## config.mk

```make
export PLATFORM = sky130hd
export DESIGN_NAME = uart_bus_master
export DESIGN_NICKNAME = d
export VERILOG_FILES = /design/src/rtl/uart_bus_master.sv
export SDC_FILE = /design/constraint.sdc
export NUM_CORES = 1
export LEC_CHECK = 0
export CORE_MARGIN = 8
export CORE_UTILIZATION = 45
export DETAILED_ROUTE_END_ITERATION = 6
export PLACE_DENSITY = 0.75
export SLEW_MARGIN = 20
export SYNTH_ARGS = -nofsm -noshare
export SYNTH_HDL_FRONTEND = slang
export SYNTH_SLANG_ARGS = --single-unit
```

## constraint.sdc

```tcl
create_clock -name clk -period 4.1 [get_ports clk]
set_clock_uncertainty 0.2 [all_clocks]
set_input_delay 0.82 -clock clk [delete_from_list [all_inputs] [get_ports clk]]
set_output_delay 0.82 -clock clk [all_outputs]
set_load 0.1 [all_outputs]
```

## src/rtl/uart_bus_master.sv

```systemverilog
// Serial-to-bus initiator: receives 'W'/'R' command frames on RXD, performs
// one 32-bit bus access while holding the CPU off the bus, replies on TXD.
module uart_bus_master #(
  parameter int NRV_FREQ      = 50,
  parameter int NRV_BAUD_RATE = 115200,
  parameter int TIMEOUT_BITS  = 16
) (
  input  logic        clk,
  input  logic        reset,
  input  logic        RXD,
  output logic        TXD,
  output logic [31:0] mem_addr,
  output logic [31:0] mem_wdata,
  output logic [3:0]  mem_wmask,
  output logic        mem_rstrb,
  input  logic [31:0] mem_rdata,
  input  logic        mem_rbusy,
  input  logic        mem_wbusy,
  output logic        halt
);

  localparam int DIV_RAW = (NRV_FREQ * 1000000) / NRV_BAUD_RATE;
  localparam int DIV     = (DIV_RAW < 4) ? 4 : DIV_RAW;
  localparam int CNT_W   = $clog2(DIV);
  localparam logic [CNT_W-1:0] BIT_LAST  = CNT_W'(DIV - 1);
  localparam logic [CNT_W-1:0] HALF_LAST = CNT_W'(DIV / 2 - 1);
  localparam logic [7:0] OP_W = 8'h57;
  localparam logic [7:0] OP_R = 8'h52;
  localparam logic [7:0] ACK  = 8'h4B;

  typedef enum logic [1:0] {RX_IDLE, RX_START, RX_DATA, RX_STOP} rx_state_t;
  typedef enum logic [2:0] {
    S_IDLE, S_ADDR, S_DATA, S_WR_STB, S_WR_WAIT, S_RD_STB, S_RD_WAIT, S_REPLY
  } state_t;

  rx_state_t rx_state, rx_next;
  state_t    state, next;

  logic             rx_s1, rx_s2, rx_prev;
  logic [CNT_W-1:0] rx_cnt;
  logic [2:0]       rx_bit;
  logic [7:0]       rx_byte;
  logic             rx_vld, rx_ferr, rx_busy;

  logic [3:0]       tx_bits;
  logic [CNT_W-1:0] tx_cnt;
  logic [8:0]       tx_shift;
  logic             tx_ready, tx_load;

  logic [29:0]             addr;
  logic                    is_write;
  logic [1:0]              byte_cnt;
  logic [TIMEOUT_BITS-1:0] to_cnt;
  logic                    counting, timeout;
  logic [31:0]             reply_data;
  logic [2:0]              reply_left;

  assign rx_busy   = (rx_state != RX_IDLE);
  assign tx_ready  = (tx_bits == 4'd0) || (tx_bits == 4'd1 && tx_cnt == BIT_LAST);
  assign mem_addr  = {addr, 2'b00};
  assign mem_wmask = (state == S_WR_STB) ? 4'b1111 : 4'b0000;
  assign mem_rstrb = (state == S_RD_STB);
  assign halt      = (state != S_IDLE);
  assign counting  = (state == S_ADDR || state == S_DATA) && !rx_busy && !rx_vld;
  assign timeout   = &to_cnt;

  // Synchronise RXD and keep the previous sample for falling-edge detection
  always_ff @(posedge clk or posedge reset) begin
    if (reset) {rx_s1, rx_s2, rx_prev} <= 3'b111;
    else       {rx_s1, rx_s2, rx_prev} <= {RXD, rx_s1, rx_s2};
  end

  // Receiver next state: start check at half bit, then 8 data bits and stop
  always_comb begin
    rx_next = rx_state;
    case (rx_state)
      RX_IDLE:  if (rx_prev && !rx_s2) rx_next = RX_START;
      RX_START: if (rx_cnt == HALF_LAST) rx_next = rx_s2 ? RX_IDLE : RX_DATA;
      RX_DATA:  if (rx_cnt == BIT_LAST && rx_bit == 3'd7) rx_next = RX_STOP;
      RX_STOP:  if (rx_cnt == BIT_LAST) rx_next = RX_IDLE;
      default:  rx_next = RX_IDLE;
    endcase
  end

  // Receiver state, bit timing and the byte-valid / framing-error pulses
  always_ff @(posedge clk or posedge reset) begin
    if (reset) begin
      rx_state <= RX_IDLE;
      rx_cnt   <= '0;
      rx_bit   <= 3'd0;
      rx_vld   <= 1'b0;
      rx_ferr  <= 1'b0;
    end else begin
      rx_state <= rx_next;
      rx_vld   <= 1'b0;
      rx_ferr  <= 1'b0;
      if (rx_state == RX_IDLE || rx_next != rx_state || rx_cnt == BIT_LAST) rx_cnt <= '0;
      else rx_cnt <= rx_cnt + 1'b1;
      if (rx_state == RX_START) rx_bit <= 3'd0;
      else if (rx_state == RX_DATA && rx_cnt == BIT_LAST) rx_bit <= rx_bit + 1'b1;
      if (rx_state == RX_STOP && rx_cnt == BIT_LAST) begin
        rx_vld  <= rx_s2;
        rx_ferr <= !rx_s2;
      end
    end
  end

  // Receive shift register, LSB arrives first
  always_ff @(posedge clk) begin
    if (rx_state == RX_DATA && rx_cnt == BIT_LAST) rx_byte <= {rx_s2, rx_byte[7:1]};
  end

  // Transmitter line and bit timing; a new byte may load on the last stop cycle
  always_ff @(posedge clk or posedge reset) begin
    if (reset) begin
      TXD     <= 1'b1;
      tx_bits <= 4'd0;
      tx_cnt  <= '0;
    end else if (tx_load) begin
      TXD     <= 1'b0;
      tx_bits <= 4'd10;
      tx_cnt  <= '0;
    end else if (tx_bits != 4'd0) begin
      if (tx_cnt == BIT_LAST) begin
        tx_cnt  <= '0;
        tx_bits <= tx_bits - 4'd1;
        TXD     <= tx_shift[0];
      end else begin
        tx_cnt <= tx_cnt + 1'b1;
      end
    end
  end

  // Bits still to send after the current one: data LSB first, then stop
  always_ff @(posedge clk) begin
    if (tx_load) tx_shift <= {1'b1, reply_data[7:0]};
    else if (tx_bits != 4'd0 && tx_cnt == BIT_LAST) tx_shift <= {1'b1, tx_shift[8:1]};
  end

  // Command state register
  always_ff @(posedge clk or posedge reset) begin
    if (reset) state <= S_IDLE;
    else       state <= next;
  end

  // Command sequencing: collect frame, one bus strobe, reply, back to idle
  always_comb begin
    next    = state;
    tx_load = 1'b0;
    case (state)
      S_IDLE:    if (rx_vld && (rx_byte == OP_W || rx_byte == OP_R)) next = S_ADDR;
      S_ADDR: begin
        if (rx_ferr || timeout) next = S_IDLE;
        else if (rx_vld && byte_cnt == 2'd3) next = is_write ? S_DATA : S_RD_STB;
      end
      S_DATA: begin
        if (rx_ferr || timeout) next = S_IDLE;
        else if (rx_vld && byte_cnt == 2'd3) next = S_WR_STB;
      end
      S_WR_STB:  next = S_WR_WAIT;
      S_WR_WAIT: if (!mem_wbusy) next = S_REPLY;
      S_RD_STB:  next = S_RD_WAIT;
      S_RD_WAIT: if (!mem_rbusy) next = S_REPLY;
      S_REPLY: begin
        if (reply_left != 3'd0) tx_load = tx_ready;
        else if (tx_bits == 4'd0) next = S_IDLE;
      end
      default:   next = S_IDLE;
    endcase
  end

  // Frame fields, byte counting, inter-byte idle timer and reply bookkeeping
  always_ff @(posedge clk or posedge reset) begin
    if (reset) begin
      addr       <= '0;
      mem_wdata  <= '0;
      is_write   <= 1'b0;
      byte_cnt   <= 2'd0;
      to_cnt     <= '0;
      reply_left <= 3'd0;
    end else begin
      case (state)
        S_IDLE: begin
          byte_cnt <= 2'd0;
          if (rx_vld) is_write <= (rx_byte == OP_W);
        end
        S_ADDR: if (rx_vld) begin
          addr     <= {rx_byte, addr[29:8]};
          byte_cnt <= byte_cnt + 2'd1;
        end
        S_DATA: if (rx_vld) begin
          mem_wdata <= {rx_byte, mem_wdata[31:8]};
          byte_cnt  <= byte_cnt + 2'd1;
        end
        S_WR_WAIT: if (!mem_wbusy) reply_left <= 3'd1;
        S_RD_WAIT: if (!mem_rbusy) reply_left <= 3'd4;
        S_REPLY:   if (tx_load) reply_left <= reply_left - 3'd1;
        default: ;
      endcase
      if (!counting)    to_cnt <= '0;
      else if (!timeout) to_cnt <= to_cnt + 1'b1;
    end
  end

  // Reply bytes, consumed least-significant byte first
  always_ff @(posedge clk) begin
    if (state == S_WR_WAIT && !mem_wbusy)      reply_data <= {24'h0, ACK};
    else if (state == S_RD_WAIT && !mem_rbusy) reply_data <= mem_rdata;
    else if (tx_load)                          reply_data <= {8'h00, reply_data[31:8]};
  end

endmodule

```

-- Word-level counts from Yosys, hierarchy flattened
Index checks and enable logic that the tools add are counted.
- flip-flop bits (word level): 168
- input port bits: 37
- muxes and demuxes: 46
- eq/ne operators: 29
- add/sub/neg operators: 7
- reductions and logical operators: 46
- operator list (cell ; number):
    two-way mux 32 bit ; 2
    two-way mux 3 bit ; 15
    two-way mux 9 bit ; 4
    two-way mux 16 bit ; 2
    one-hot mux 3 bit (8 select lines) ; 1
    adder 9 x 1 -> 9 bit (second input constant) ; 2
    equality test 9 bit (second input constant) ; 2
    adder 16 x 1 -> 16 bit (second input constant) ; 1
    equality test 8 x 7 -> 1 bit (second input constant) ; 2
    two-way mux 4 bit ; 4
    two-way mux 8 bit ; 2
    AND reduction 16 bit ; 1
    equality test 3 bit (second input constant) ; 5
    inequality test 2 bit (second input constant) ; 7
    nonzero test 2 bit ; 7
    logical AND 1 bit ; 12
    two-way mux 2 bit ; 6
    AND reduction 2 bit ; 5
    equality test 9 x 8 -> 1 bit (second input constant) ; 1
    one-hot mux 3 bit (3 select lines) ; 1
    nonzero test 3 bit ; 3
    one-hot mux 2 bit (4 select lines) ; 1
    two-way mux 1 bit ; 7
    AND reduction 7 bit ; 1
    other kinds (21) ; 34

-- Logic depth before layout (Yosys ltp)
Gate-level depths: netlist of run 1.
- word-level depth: 8
- depth in mapped cells: 9
- mapped depth without buffers: 7

-- Least setup slack after synthesis of run 1
OpenSTA, ideal clock, no wires.
- path kind: register to output
- start point: register state[1]
- end point: output mem_wmask[1]
- data arrival time: 2.671 ns
- stages on the path, launching flop included: 6
- setup slack: 0.409 ns
- cell sequence: dfrtp_1 buf_4 clkbuf_1 nand2_1 nor2_1 buf_4
- word-level cells in the longest chain between the ends: 2
- ends and longest elaborated chain (element ; line ; text):
    from (decl) ; 37 ; state_t state, next;
    from (signal assigned) ; 143 ; else state <= next;
    equality test 3 x 2 -> 1 bit ; 61 ; assign mem_wmask = (state == S_WR_STB) ? 4'b1111 : 4'b0000;
    two-way mux 4 bit ; 61 ;
    to (decl) ; 14 ; output logic [3:0] mem_wmask,
Every way passes these cells.

-- Worst setup path in the final report of run 1
- start point: register TXD
- end point: output TXD
- RTL lines (element ; line ; text):
    from (decl) ; 11 ; output logic TXD,
    from (signal assigned) ; 127 ; TXD <= tx_shift[0];
No word-level cell between the ends.

==> results.toml, run 1 <==
[die]
start_util_pct = 46.1
die_h_microns = 144
io_pins = 108
dieArea_sq_mm = 0.0206
core_area_sq_mm = 0.0159
rows = 46
die_x_microns = 144

[sta]
timing.hold.ws_ns = 0.162
fmaxAchievable_mhz = 322
final_hold_viol_count = 0
timing.setup.tns_ns = 0
slew_headroom_pct = 30.3
fin_crit_sh_pct = 75.7
setup_viol = 0
fin_crit_ns = 3.10
final_max_slew_viol_count = 0
worstMarginPinSlew_ns = 1.04
rsz0062_at_grt = "false"

[drt]
via_per_inst = 5.44
firstDrtPassIters = 4
drt_iter0_markers = 373
vias = 5263
routed_wl_microns = 16400
drc = 0
wl_per_cell_microns = 16.9
drt.antenna.violating_nets = 0

[yosys]
avgSynthCellArea_sq_um = 11.4
netlist_area_sq_mm = 0.00733
ys_seq_elements = 168
yosys.area_share.simple_pct = 15.4
synth_xor_area_share_pct = 2.99
yosysUniqueCellTypes = 65
synth_adder_area_share_pct = 2.36
synth-compound-area-share_pct = 9.08
yosys_most_used_dff = "dfrtp_1"
syn_inst = 645
async_flop_share_pct = 71.4
synth_edf_count = 16
yosysSeqAreaShare_pct = 56.3
yosysWarningCount = 0
yosys-mux-area-fraction_pct = 10.3
synth_top_family_by_area = "simple AND/OR/NAND/NOR gates"

[clock_network]
clk_latency_ns = 0.42
clockBufferDepth = 2
clk_pin_slew_ns = 0.06
htreeDepth = 4
clockRootBuffer = "clkbuf_16"
cts_setup_buffers = 0
cts_sinks = 168
hold_buffers = 0
cts_resized = 0
cts_tree = "yes"
numCtsBuffers = 17

[worst_setup_path]
startpoint_type = "flip-flop"
cp.required_ns = 3.08
worstPathMaxFanout = 2
cp.arrival_ns = 2.08
critPathSlowestCell = "clkdlybuf4s50_1"
endpoint_kind = "output pin"
worstSetupPathType = "flip-flop to output pin"
cp_top_family = "buffers and inverters"
path_cells = "clkdlybuf4s50_1"
slowest_delay_ns = 1.13
cp_num_buf_inv = 1

[outcome]
status = "complete, no violations"

[hold_path]
worstHoldPathType = "flip-flop to flip-flop"

[placed_design]
io_buffers = 105
gp_congestion = 0.826
dp.cells = 936
dp_hpwl_microns = 11400
placed_cell_area_sq_mm = 0.00851

[final_layout]
antenna_cells = 0
post-route-util_pct = 57.4
stdcell_count = 968
fin_area_sq_mm = 0.00911
layout-drive-gt1-share_pct = 16.5
fin_nets = 789
syn_to_final_growth_pct = 24.3

[grt]
grt_overflow_total = 0
track_usage_pct = 16.8
use_met2_pct = 27.5
met1_usage_pct = 20.6
grt_pass1_wl_microns = 27500
antenna_found_initial = 0
busiest_layer = "met2"
grt_pass1_vias = 5400
met3_usage_pct = 5.31
grt_max_degree = 58

[power_and_ir_drop]
ir_drop_mv = 0.343
p_clk_share_pct = 33.8
p_sw_mw = 1.51
p_comb_share_pct = 20.7
p_per_area_mw_per_mm2 = 519
seqPwrFrac_pct = 45.5
p_int_mw = 3.22
switching_share_pct = 32.0
leakagePower_nw = 3.92

[job]
maxCapViolCount = 0
==> cell usage in the layout (no fill, tap or decap), types with 15 or more instances in the layout <==
| master | synthesis | final |
|---|---|---|
| dfrtp_1 | 116 | 116 |
| clkdlybuf4s50_1 | 0 | 99 |
| nand2_1 | 88 | 88 |
| mux2_2 | 62 | 62 |
| nor2_1 | 53 | 50 |
| dfxtp_1 | 32 | 32 |
| a32oi_1 | 21 | 21 |
| clkbuf_16 | 0 | 17 |
| xnor2_1 | 16 | 16 |
| o21ai_0 | 16 | 16 |
| edfxtp_1 | 16 | 16 |
| nand3_1 | 15 | 15 |
| inv_1 | 16 | 15 |
==> Yosys cell counts, drive strengths merged, types with 7 or more instances <==
library cell  number  area [sq um]
a21oi             14          73.8
a32o               7          70.1
a32oi             21           184
buf               24           146
clkbuf            13          50.0
dfrtp            116          2900
dfxtp             32           641
edfxtp            16           480
ha                13           163
inv               16          60.1
mux2              62           698
nand2             88           330
nand2b            10          62.6
nand3             15          75.1
nand4             10          68.8
nor2              53           199
nor3               8          40.0
o21ai             18          90.1
xnor2             16           140
xor2               9          78.8
==> power by group through the flow <==
stage | Sequential [mW] | Combinational (mW) | Clock, mW
final | 2.15 | 0.978 | 1.60
after global routing | 2.19 | 1.11 | 1.69
after CTS | 2.15 | 0.982 | 1.63
after detailed placement | 2.18 | 0.978 | 0
after global placement | 2.16 | 0.921 | 0
after floorplan | 2.06 | 0.870 | 0
==> state kept, by name, summed over array words and instances, names as in the netlist, 2 cells and up <==
| signal | flops |
|---|---|
| byte_cnt | 2 |
| rx_state | 2 |
| tx_bits | 4 |
| tx_shift | 8 |
| reply_data | 32 |
| state | 3 |
| rx_bit | 3 |
| addr | 30 |
| rx_byte | 8 |
| to_cnt | 16 |
| mem_wdata | 32 |
| tx_cnt | 9 |
| rx_cnt | 9 |
| reply_left | 3 |
==> final cells by class <==
cell class,instances,area [sq um]
multi-input cells,425,2960
flip-flops and latches,168,4130
fillers,1335,6770
repair buffers,111,1090
clock buffers,17,425
clock inverters,15,171
inverters,16,63.8
well taps,216,270
==> path summary, 6_finish.rpt <==
| check | from | to | slack (ns) | cells after the start |
|---|---|---|---|---|
| worst max-delay path | TXD$_DFFE_PP1P_ | TXD | 1.0 | 1 |
| min in group asynchronous | reset | mem_wdata[0]$_DFFE_PP0P_ | 0.66 | 2 |
| worst min-delay path | rx_s1$_DFF_PP1_ | rx_s2$_DFF_PP1_ | 0.16 | 0 |
| worst max register to register | state[0]$_DFFE_PP0P_ | reply_data[8]$_SDFFE_PP0P_ | 1.41 | 6 |
| max in group asynchronous | reset | rx_s1$_DFF_PP1_ | 2.17 | 3 |
| worst min register to register | rx_s1$_DFF_PP1_ | rx_s2$_DFF_PP1_ | 0.16 | 0 |
==> per-layer routing <==
layer | up-vias | wire [microns]
met5 | - | 0
met4 | 0 | 272
met3 | 21 | 1010
met2 | 148 | 8070
met1 | 2609 | 7040
li1 | 2485 | -
==> per-stage QoR <==
stage          power (mW)  setup slack, ns
2_1_floorplan        2.93            0.409
6_report             4.73            0.998
3_3_place_gp         3.08             1.07
4_1_cts              4.76            0.968
3_5_place_dp         3.16            0.971
5_1_grt              4.99            0.875
==> cells by family (layout without fill, tap and decap cells) <==
kind of cell,count (synthesis),count (layout)
mux,68,68
flops,168,168
other cells,1,2
buf+inv,53,159
compound gates,92,92
xor+xnor,25,25
simple gates,224,224
fa+ha+maj,14,14
Note: power is estimated with default switching activity, not from simulation.
==> run 2, diff against run 1 <==
PLACE_DENSITY = 0.72   (was 0.75)
clock period = 2.9 ns   (was 4.1 ns; I/O delays follow)
==> results.toml, run 2 (synthesis results as in run 1) <==
[final_layout]
most-common-layout-cells = "dfrtp_1 (116), nand2_1 (88), buf_4 (75), mux2_2 (62), nor2_1 (48)"
top_regs = "mem_wdata: 32 flops, reply_data: 32 flops, addr: 30 flops"
antenna_cells = 0
layout_commonest_cell = "dfrtp_1"
syn_to_final_growth_pct = 23.9
layout-drive-gt1-share_pct = 25.6
post-route-util_pct = 57.2
fin_nets = 795

[worst_setup_path]
cp_top_family = "compound AO/OA/AOI/OAI gates"
cp_num_buf_inv = 1
critPathSlowestCell = "o21ai_1"
r2r_slack_ns = 0.29
cp.arrival_ns = 2.46
startpoint_type = "flip-flop"
cp.required_ns = 2.75
worstPathMaxFanout = 13
endpoint_kind = "flip-flop"
reg2reg_from = "tx_bits[0]$_DFFE_PP0P_"
worstSetupPathType = "flip-flop to flip-flop"
rr_endpoint = "tx_shift[2]$_DFFE_PP_"
slowest_delay_ns = 0.80
rr_worst_depth = 4
path_cells = "inv_1, ha_1, or3b_1, o21ai_1"

[hold_path]
whs_path_depth = 0
worstHoldPathType = "flip-flop to flip-flop"
hold_end = "rx_s2$_DFF_PP1_"
worstHoldStart = "rx_s1$_DFF_PP1_"

[die]
start_util_pct = 46.1
rows = 46
dieArea_sq_mm = 0.0206
die_h_microns = 144
core_area_sq_mm = 0.0159
io_pins = 108
die_x_microns = 144

[placed_design]
io_buffers = 105
gp_congestion = 0.830
dp_hpwl_microns = 11600

[sta]
timing.hold.ws_ns = 0.156
final_hold_viol_count = 0
final_max_slew_viol_count = 0
setup_viol = 0
timing.setup.tns_ns = 0
worstMarginPinSlew_ns = 0.957
slew_headroom_pct = 35.7
rsz0062_at_grt = "false"
fmaxAchievable_mhz = 384
fin_crit_ns = 2.61
fin_crit_sh_pct = 89.8

[drt]
firstDrtPassIters = 5
met2_length_microns = 8280
routed_wl_microns = 16300
drt.antenna.violating_nets = 0
wl_per_cell_microns = 16.7
drt_iter0_markers = 349
via_per_inst = 5.35
met1_length_microns = 7130
top_layer = "met4"
drc = 0
vias = 5208
wl_met3_microns = 746

[grt]
grt_pass1_vias = 5207
track_usage_pct = 16.1
grt_pass1_wl_microns = 26400
antenna_found_initial = 0
grt_max_degree = 75
grt_overflow_total = 0

[power_and_ir_drop]
p_int_mw = 4.73
p_comb_share_pct = 23.3
p_per_area_mw_per_mm2 = 756
seqPwrFrac_pct = 43.0
p_sw_mw = 2.14
ir_drop_mv = 0.521
p_clk_share_pct = 33.7
leakagePower_nw = 4.10
fin_total_pwr_mw = 6.87
switching_share_pct = 31.1

[clock_network]
numCtsBuffers = 17
htreeDepth = 4
clockRootBuffer = "clkbuf_16"
clockBufferDepth = 2
cts_sinks = 168
cts_tree = "yes"
cts_setup_buffers = 0
clk_pin_slew_ns = 0.06
cts_resized = 0
clk_latency_ns = 0.43
hold_buffers = 0

[job]
maxCapViolCount = 0

[outcome]
status = "complete, no violations"
## run 2: cell type report
| cell class | instances | area, sq um |
|---|---|---|
| fillers | 1346 | 6800 |
| clock buffers | 18 | 439 |
| clock inverters | 14 | 173 |
| flip-flops and latches | 168 | 4130 |
| multi-input cells | 425 | 2970 |
| inverters | 16 | 63.8 |
| repair buffers | 117 | 1040 |
| well taps | 216 | 270 |
## run 2: worst max path at each step
stage / from / to / slack [ns] / cells after the start
CTS: tx_bits[0]$_DFFE_PP0P_ / tx_shift[2]$_DFFE_PP_ / 0.30 / 4
floorplan: state[1]$_DFFE_PP0P_ / mem_wmask[1] / 0.33 / 5
detailed placement: tx_bits[0]$_DFFE_PP0P_ / tx_shift[3]$_DFFE_PP_ / 0.30 / 4
global placement: tx_bits[0]$_DFFE_PP0P_ / tx_shift[4]$_DFFE_PP_ / 0.41 / 4
finish: tx_bits[0]$_DFFE_PP0P_ / tx_shift[2]$_DFFE_PP_ / 0.29 / 4
global route: tx_bits[0]$_DFFE_PP0P_ / tx_shift[2]$_DFFE_PP_ / 0.13 / 4
## run 2: power groups by stage
stage / registers, mW / logic (mW) / clock network [mW]
after global placement: 2.97 / 1.51 / 0
after CTS: 2.95 / 1.61 / 2.35
after detailed placement: 3.00 / 1.60 / 0
after floorplan: 2.91 / 1.24 / 0
final: 2.96 / 1.60 / 2.31
after global routing: 2.99 / 1.77 / 2.45
## run 2: stage by stage
stage	area, sq um	worst slack, ns	cells
2_1_floorplan	7350	0.327	646
3_3_place_gp	8470	0.414	942
3_5_place_dp	8470	0.304	942
4_1_cts	9080	0.298	974
5_1_grt	9080	0.131	974
6_report	9080	0.295	974
## run 2: per-layer routing
metal / global-route usage (%) / vias up
li1: - / 2501
met1: 20.0 / 2587
met2: 26.7 / 109
met3: 4.15 / 11
met4: 5.37 / 0
met5: 0 / -
==> run 3, diff against run 2 <==
ABC_CLOCK_PERIOD_IN_PS = 2900   (was unset)
CORE_MARGIN = 4   (was 8)
==> results.toml, run 3 (synthesis results as in run 1) <==
[grt]
grt_pass1_wl_microns = 25900
antenna_found_initial = 0
grt_overflow_total = 0
grt_pass1_vias = 5345
track_usage_pct = 17.4
grt_max_degree = 121

[die]
rows = 46
die_h_microns = 136
start_util_pct = 46.0
core_area_sq_mm = 0.0159
io_pins = 108
dieArea_sq_mm = 0.0184
die_x_microns = 136

[sta]
timing.setup.tns_ns = 0
final_max_slew_viol_count = 0
fin_crit_ns = 2.62
final_hold_viol_count = 0
rsz0062_at_grt = "false"
timing.hold.ws_ns = 0.153
fmaxAchievable_mhz = 382
slew_headroom_pct = 36.3
fin_crit_sh_pct = 90.2
setup_ws_ns = 0.284
worstMarginPinSlew_ns = 0.949
setup_viol = 0

[clock_network]
cts_sinks = 168
cts_tree = "yes"
numCtsBuffers = 17
clk_pin_slew_ns = 0.07
hold_buffers = 0
clockBufferDepth = 2
clockRootBuffer = "clkbuf_16"
clk_latency_ns = 0.43
htreeDepth = 4
cts_setup_buffers = 0
cts_resized = 0

[drt]
via_per_inst = 5.35
drc = 0
drt.antenna.violating_nets = 0
routed_wl_microns = 15700
firstDrtPassIters = 4
drt_iter0_markers = 315
wl_per_cell_microns = 16.1
vias = 5218

[power_and_ir_drop]
leakagePower_nw = 4.10
ir_drop_mv = 0.491
p_per_area_mw_per_mm2 = 744
fin_total_pwr_mw = 6.73

[final_layout]
syn_to_final_growth_pct = 23.4
fin_nets = 796
stdcell_count = 975
fin_area_sq_mm = 0.00905
layout_commonest_cell = "dfrtp_1"
most-common-layout-cells = "dfrtp_1 (116), nand2_1 (88), buf_4 (76), mux2_2 (62), nor2_1 (48)"
nFillCells = 1374
layout-drive-gt1-share_pct = 25.7
antenna_cells = 0
multiInputGateArea_sq_mm = 0.00297
top_regs = "mem_wdata: 32 flops, reply_data: 32 flops, addr: 30 flops"
post-route-util_pct = 56.8
seqCellArea_sq_mm = 0.00413

[placed_design]
gp_congestion = 0.807
dp_hpwl_microns = 11000
dp.cells = 943
preCtsSetupSlack_ns = 0.297
io_buffers = 105
placed_cell_area_sq_mm = 0.00848

[worst_setup_path]
rr_worst_depth = 4
critPathSlowestCell = "o21ai_1"
cp.required_ns = 2.75
endpoint_kind = "flip-flop"
slowest_delay_ns = 0.79
path_cells = "inv_1, ha_1, or3b_1, o21ai_1"
worstSetupPathType = "flip-flop to flip-flop"
cp.arrival_ns = 2.46
startpoint_type = "flip-flop"
worstPathMaxFanout = 13

[hold_path]
worstHoldPathType = "flip-flop to flip-flop"
whs_path_depth = 0

[outcome]
status = "complete, no violations"

[job]
maxCapViolCount = 0
[run 3: cell count changes in the layout (fill, tap and decap cells not counted)]
| cell | delta |
|---|---|
| buf_4 | +1 |
| bufinv_16 | -2 |
| clkbuf_8 | -1 |
| clkinv_2 | +1 |
| clkinv_4 | -1 |
| clkinvlp_4 | -2 |
| inv_6 | +3 |
| inv_8 | +2 |
[run 3: path summary, 6_finish.rpt]
path	startpoint	end	slack, ns
max in group asynchronous	reset	addr[12]$_DFFE_PP0P_	1.56
hold / removal	rx_s1$_DFF_PP1_	rx_s2$_DFF_PP1_	0.15
setup reg to reg	tx_bits[0]$_DFFE_PP0P_	tx_shift[7]$_SDFFCE_PN1P_	0.28
setup / recovery	tx_bits[0]$_DFFE_PP0P_	tx_shift[7]$_SDFFCE_PN1P_	0.28
min in group asynchronous	reset	rx_cnt[0]$_DFF_PP0_	0.49
hold reg to reg	rx_s1$_DFF_PP1_	rx_s2$_DFF_PP1_	0.15
[run 3: critical path: cells and delay by family, from the launching register on]
kind,cells,cell delay [ns]
flops,1,0.42
simple gates,1,0.49
compound gates,1,0.79
fa+ha+maj,1,0.23
buf+inv,1,0.11
[run 3: report_power, final]
part	switching (mW)	leakage, nW	total [mW]	internal, mW
Sequential	0.240	2.03	2.95	2.71
Combinational	0.958	1.78	1.61	0.647
Clock	0.976	0.286	2.18	1.20
[run 3: layout make-up]
cell class	count	share of cell area [%]
Clock buffer	17	4.70
Clock inverter	15	1.58
Inverter	16	0.705
Multi-Input combinational cell	425	32.8
Sequential cell	168	45.6
Tap cell	216	2.99
Timing Repair Buffer	118	11.6
[run 3: metal layers]
layer,global-route usage (%),vias up,part of all wire (%)
li1,-,2501,-
met1,21.7,2586,44
met2,29.0,103,50
met3,4.75,28,4.6
met4,6.49,0,1.8
met5,0,-,0
